--- config.mk ---
export PLATFORM = sky130hd
export DESIGN_NAME = riscv_mdseq
export DESIGN_NICKNAME = d
export VERILOG_FILES = /design/src/rtl/riscv_mdseq_pkg.sv /design/src/rtl/riscv_mdseq_wdog.sv /design/src/rtl/riscv_mdseq.sv
export SDC_FILE = /design/constraint.sdc
export NUM_CORES = 1
export LEC_CHECK = 0
export BUFFER_PORTS_ARGS = -buffer_cell sky130_fd_sc_hd__buf_2
export CORE_MARGIN = 1
export CORE_UTILIZATION = 40
export CTS_CLUSTER_DIAMETER = 30
export CTS_CLUSTER_SIZE = 20
export DETAILED_ROUTE_END_ITERATION = 12
export PLACE_DENSITY = 0.75
export SETUP_SLACK_MARGIN = 0.4
export SLEW_MARGIN = 10
export SYNTH_ARGS = -nofsm -noshare
export SYNTH_HDL_FRONTEND = slang
export SYNTH_SLANG_ARGS = --single-unit
--- constraint.sdc ---
create_clock -name i_riscv_mdseq_clk -period 1.75 [get_ports i_riscv_mdseq_clk]
set_clock_uncertainty 0.2 [all_clocks]
set_input_delay 0.2625 -clock i_riscv_mdseq_clk [delete_from_list [all_inputs] [get_ports i_riscv_mdseq_clk]]
set_output_delay 0.2625 -clock i_riscv_mdseq_clk [all_outputs]
set_load 0.02 [all_outputs]
--- src/rtl/riscv_mdseq_pkg.sv ---
// rtl/riscv_mdseq_pkg.sv - shared constants and types for the mul/div sequencer
package riscv_mdseq_pkg;

    localparam logic [1:0] ST_IDLE = 2'd0;
    localparam logic [1:0] ST_BUSY = 2'd1;
    localparam logic [1:0] ST_DONE = 2'd2;

    localparam int MDSEQ_MAXCYC = 70;

    typedef enum logic {
        OP_MUL = 1'b0,
        OP_DIV = 1'b1
    } md_op_e;

endpackage

--- src/rtl/riscv_mdseq_wdog.sv ---
// rtl/riscv_mdseq_wdog.sv - saturating BUSY-cycle counter with terminal-count flag
module riscv_mdseq_wdog
    import riscv_mdseq_pkg::*;
#(
    parameter int MAXCYC = MDSEQ_MAXCYC
) (
    input  logic clk_i,
    input  logic resetn_i,
    input  logic clr_i,
    input  logic en_i,
    output logic tc_o
);

    localparam int CW = $clog2(MAXCYC + 1);
    localparam logic [CW-1:0] CNT_MAX = CW'(MAXCYC);
    localparam logic [CW-1:0] CNT_TC  = CW'(MAXCYC - 1);

    logic [CW-1:0] cnt_q, cnt_d;

    always_comb begin
        cnt_d = cnt_q;
        if (clr_i) begin
            cnt_d = '0;
        end else if (en_i && cnt_q != CNT_MAX) begin
            cnt_d = cnt_q + CW'(1);
        end
    end

    always_ff @(posedge clk_i) begin
        if (!resetn_i) begin
            cnt_q <= '0;
        end else begin
            cnt_q <= cnt_d;
        end
    end

    assign tc_o = (cnt_q == CNT_TC);

endmodule

--- src/rtl/riscv_mdseq.sv ---
// rtl/riscv_mdseq.sv - start/stall/capture sequencer for the iterative mul/div units
module riscv_mdseq
    import riscv_mdseq_pkg::*;
#(
    parameter int XLEN   = 64,
    parameter int MAXCYC = MDSEQ_MAXCYC
) (
    input  logic            i_riscv_mdseq_clk,
    input  logic            i_riscv_mdseq_rst,
    input  logic            i_riscv_mdseq_mul_en,
    input  logic            i_riscv_mdseq_div_en,
    input  logic            i_riscv_mdseq_globstall,
    input  logic            i_riscv_mdseq_flush,
    input  logic            i_riscv_mdseq_unit_valid,
    input  logic [XLEN-1:0] i_riscv_mdseq_unit_result,
    output logic            o_riscv_mdseq_mul_start,
    output logic            o_riscv_mdseq_div_start,
    output logic            o_riscv_mdseq_kill,
    output logic            o_riscv_mdseq_stall,
    output logic [XLEN-1:0] o_riscv_mdseq_result,
    output logic            o_riscv_mdseq_result_valid,
    output logic            o_riscv_mdseq_timeout
);

    logic [1:0]      state_q, state_d;
    md_op_e          op_q, op_d;
    logic [XLEN-1:0] result_q, result_d;
    logic            timeout_q, timeout_d;
    logic            mul_start, div_start, kill, stall, to_now;
    logic            req, wd_run, wd_tc;

    assign req = i_riscv_mdseq_mul_en | i_riscv_mdseq_div_en;

    // Counter reads N in BUSY cycle N: cleared whenever the next state is not BUSY.
    assign wd_run = (state_d == ST_BUSY);

    riscv_mdseq_wdog #(
        .MAXCYC(MAXCYC)
    ) u_wdog (
        .clk_i   (i_riscv_mdseq_clk),
        .resetn_i(i_riscv_mdseq_rst),
        .clr_i   (!wd_run),
        .en_i    (wd_run),
        .tc_o    (wd_tc)
    );

    always_comb begin
        state_d   = state_q;
        op_d      = op_q;
        result_d  = result_q;
        timeout_d = timeout_q;
        mul_start = 1'b0;
        div_start = 1'b0;
        kill      = 1'b0;
        stall     = 1'b0;
        to_now    = 1'b0;
        case (state_q)
            ST_IDLE: begin
                if (i_riscv_mdseq_rst && req && !i_riscv_mdseq_flush) begin
                    mul_start = i_riscv_mdseq_mul_en;
                    div_start = !i_riscv_mdseq_mul_en;
                    stall     = 1'b1;
                    op_d      = i_riscv_mdseq_mul_en ? OP_MUL : OP_DIV;
                    state_d   = ST_BUSY;
                end
            end
            ST_BUSY: begin
                stall = 1'b1;
                if (i_riscv_mdseq_flush) begin
                    kill    = 1'b1;
                    state_d = ST_IDLE;
                end else if (i_riscv_mdseq_unit_valid) begin
                    result_d = i_riscv_mdseq_unit_result;
                    state_d  = ST_DONE;
                end else if (wd_tc) begin
                    kill      = 1'b1;
                    to_now    = 1'b1;
                    timeout_d = 1'b1;
                    result_d  = '1;
                    state_d   = ST_DONE;
                end
            end
            ST_DONE: begin
                if (i_riscv_mdseq_flush || !i_riscv_mdseq_globstall) begin
                    state_d = ST_IDLE;
                end
            end
            default: state_d = ST_IDLE;
        endcase
    end

    always_ff @(posedge i_riscv_mdseq_clk) begin
        if (!i_riscv_mdseq_rst) begin
            state_q   <= ST_IDLE;
            op_q      <= OP_MUL;
            result_q  <= '0;
            timeout_q <= 1'b0;
        end else begin
            state_q   <= state_d;
            op_q      <= op_d;
            result_q  <= result_d;
            timeout_q <= timeout_d;
        end
    end

    // The EX instruction is frozen while its unit iterates, so its enable must hold.
    always @(posedge i_riscv_mdseq_clk) begin
        if (i_riscv_mdseq_rst && state_q == ST_BUSY) begin
            assert (op_q == OP_MUL ? i_riscv_mdseq_mul_en : i_riscv_mdseq_div_en);
        end
    end

    assign o_riscv_mdseq_mul_start    = mul_start;
    assign o_riscv_mdseq_div_start    = div_start;
    assign o_riscv_mdseq_kill         = kill & i_riscv_mdseq_rst;
    assign o_riscv_mdseq_stall        = stall;
    assign o_riscv_mdseq_result       = result_q;
    assign o_riscv_mdseq_result_valid = (state_q == ST_DONE);
    assign o_riscv_mdseq_timeout      = timeout_q | (to_now & i_riscv_mdseq_rst);

endmodule
==> results_dict.tcl <==
set metrics [dict create \
    rsz0062_at_grt "true" \
    io_buffers 140 \
    grt_start_max_net_pins 60 \
    p_total_w 0.004066 \
    leakage_nw 2.255 \
    hold_viol_final 0 \
    die_h_um 84.24 \
    async_reset_ff_share_pct 0 \
    drc 21 \
    outcome "complete, but fails checks" \
    finalSetupTns_ns -8.926 \
    slew_viol_final 0 \
    dpl_cell_area_um2 3603 \
    powerDensity_nw_per_um2 816.8 \
    die_w_um 84.24 \
    end_kind "primary output" \
    hp-start "i_riscv_mdseq_unit_valid" \
    cpPeakStageDelay_ns 0.33 \
    antenna_found_initial 0 \
    stdcell_count 523 \
    crit_family "simple AND/OR/NAND/NOR gates" \
    grt_pass1_wl_um 13320 \
    first_pass_iters 8 \
    finalWorstSetupSlack_ns -0.2233 \
    timing.critical_path.from "u_wdog.cnt_q[1]$_SDFFE_PN0P_" \
    finalInstanceArea_um2 4979 \
    antenna_cells 0 \
    crit_buf_inv 2 \
    worstSkewPairLatency_ns 0.33 \
    drtIter0Drc 130 \
    yosysUniqueCellTypes 31 \
    yosysSeqAreaShare_pct 54.76 \
    syn_area_um2 2705 \
    arrival_ns 1.51 \
    vias_per_cell 5.272 \
    r2r-start "u_wdog.cnt_q[1]$_SDFFE_PN0P_" \
    period_minus_slack_ns 1.973 \
    drt-total-wl_um 8558 \
    grt_pass1_vias 2694 \
    clock_sinks 74 \
    ys_warn_count 0 \
    gp_congestion 0.8048 \
    core.rowCount 29 \
    synthesis.nets 291 \
    period_share_pct 112.8 \
    nNetsFinal 515 \
    dpl.cell_count 424 \
    wl_per_cell_um 16.36 \
    violations "DRC, setup timing" \
    crit_chain "inv_2 > ha_4 > nor2b_4 > nand4_4 > nor3_4 > a21o_1 > buf_6" \
    synth_ff_type "dfxtp_1" \
    h-tree-depth 3 \
    cp_max_fo 3 \
    clk_pin_slew_worst_paths_ns 0.07 \
    place_hpwl_um 4273 \
    peakVddDrop_uv 474.9 \
    critPathSlowestCell "dfxtp_2" \
    layout_commonest_cell "buf_2" \
    final_cell_mix "buf_2 (111), dfxtp_1 (65), dlygate4sd3_1 (64)" \
    tightest_slew_ns 0.3537 \
    synth_seq_cells 74 \
    required_ns 1.29 \
    cts-root-buf "clkbuf_8" \
    worstSetupPathType "reg2out" \
    core-area_um2 6422 \
    syn2layout_area_growth_pct 84.04 \
    grt_remaining_overflow 0 \
    initial_utilization_pct 42.12 \
    slew_headroom_pct 76.09 \
    num_io_pins 141 \
    vias 2757 \
    syn_area_per_cell_um2 12.47 \
    cts_buffers 9 \
    setup_viol 69 \
    clockBufferDepth 2 \
    cts_tree "built" \
    max-cap-violations 0 \
    synthCells 217 \
    layout-drive-gt1-share_pct 51.12 \
    grt_use_total_pct 23.91 \
    drtAntennaViolNets 0 \
    fmax_mhz 506.8 \
    critPathLaunchType "register" \
    dieArea_um2 7096 \
    synth_edf_count 0 \
    min_path_type "in2reg" \
]
==> synth_stat cells (2+ instances only) <==
library cell	count	area share, %
ha_1	3	1.4
o221a_2	15	6.2
buf_2	8	1.5
clkbuf_1	7	0.97
xnor2_1	3	0.97
buf_8	5	2.8
inv_1	5	0.69
and2_1	2	0.46
nor2b_1	3	0.69
a21oi_1	2	0.37
dfxtp_1	74	55
nand2_1	6	0.83
o21a_1	2	0.55
nor3_1	2	0.37
nor2_1	15	2.1
o221a_1	49	20
nand3_1	2	0.37
==> metal layers <==
| metal | vias up | wire [µm] | global-route usage [%] |
|---|---|---|---|
| li1 | 1313 | - | - |
| met1 | 1307 | 3526 | 27.97 |
| met2 | 115 | 4334 | 42.03 |
| met3 | 22 | 462 | 4.425 |
| met4 | 0 | 233 | 11.91 |
| met5 | - | 0 | 0 |
==> registers in the layout (all words and copies together) (netlist names) <==
register / flops
o_riscv_mdseq_result: 64
state_q: 2
timeout_q: 1
u_wdog.cnt_q: 7
==> through the flow <==
| stage | hold WS (ns) | util [%] | worst slack (ns) |
|---|---|---|---|
| global route | 0.1489 | 77.52 | -0.3262 |
| global placement | 0.2618 | 56.11 | 0.02474 |
| floorplan | 0.2326 | - | 0.09936 |
| CTS | 0.09239 | 75.80 | -0.2516 |
| detailed placement | 0.2664 | 56.11 | 0.01623 |
| finish | 0.1361 | 77.52 | -0.2233 |
==> power breakdown <==
part | internal [W] | leakage, nW | switching (W)
Clock | 0.00109 | 0.129 | 0.000636
Sequential | 0.00174 | 0.604 | 0.0000316
Combinational | 0.000327 | 1.52 | 0.000245
Total | 0.00315 | 2.25 | 0.000912
==> timing repair <==
item,CTS,global route
endpoints found under the setup margin,82,103
cloned,6,0
endpoints found under the hold margin,64,0
gates resized for setup,29,30
buffers inserted,10,3
hold buffers,64,0
pin swaps,7,6
==> kinds of logic (layout without fill, tap and decap cells) <==
| kind of cell | Yosys count | in the layout | share of synthesized area [%] |
|---|---|---|---|
| buffers and inverters | 26 | 255 | 6.337 |
| AND/OR/NAND/NOR | 37 | 37 | 6.754 |
| XOR/XNOR | 4 | 4 | 1.295 |
| AO/OA/AOI/OAI | 73 | 73 | 29.46 |
| adder cells (fa/ha/maj) | 3 | 3 | 1.388 |
| flip-flops | 74 | 74 | 54.76 |
==> cell type report <==
cell class / instances / area (µm²)
Clock buffer: 9 / 123.9
Clock inverter: 7 / 141.4
Fill cell: 383 / 1444
Inverter: 5 / 18.77
Multi-Input combinational cell: 117 / 1190
Sequential cell: 74 / 1495
Tap cell: 77 / 96.34
Timing Repair Buffer: 234 / 1913
==> worst min-delay path, cell delays in order <==
cell,delay [ns]
buf_2,0.14
nor3_4,0.06
o21a_1,0.17
==> worst paths after layout <==
check | endpoint | slack, ns | cells after the start
min | timeout_q$_SDFFE_PN0P_ | 0.14 | 3
max | o_riscv_mdseq_timeout | -0.22 | 7
min reg2reg | timeout_q$_SDFFE_PN0P_ | 0.29 | 1
max reg2reg | o_riscv_mdseq_result[22]$_SDFFE_PN0P_ | -0.20 | 10
Power figures use the tool's default switching activity.
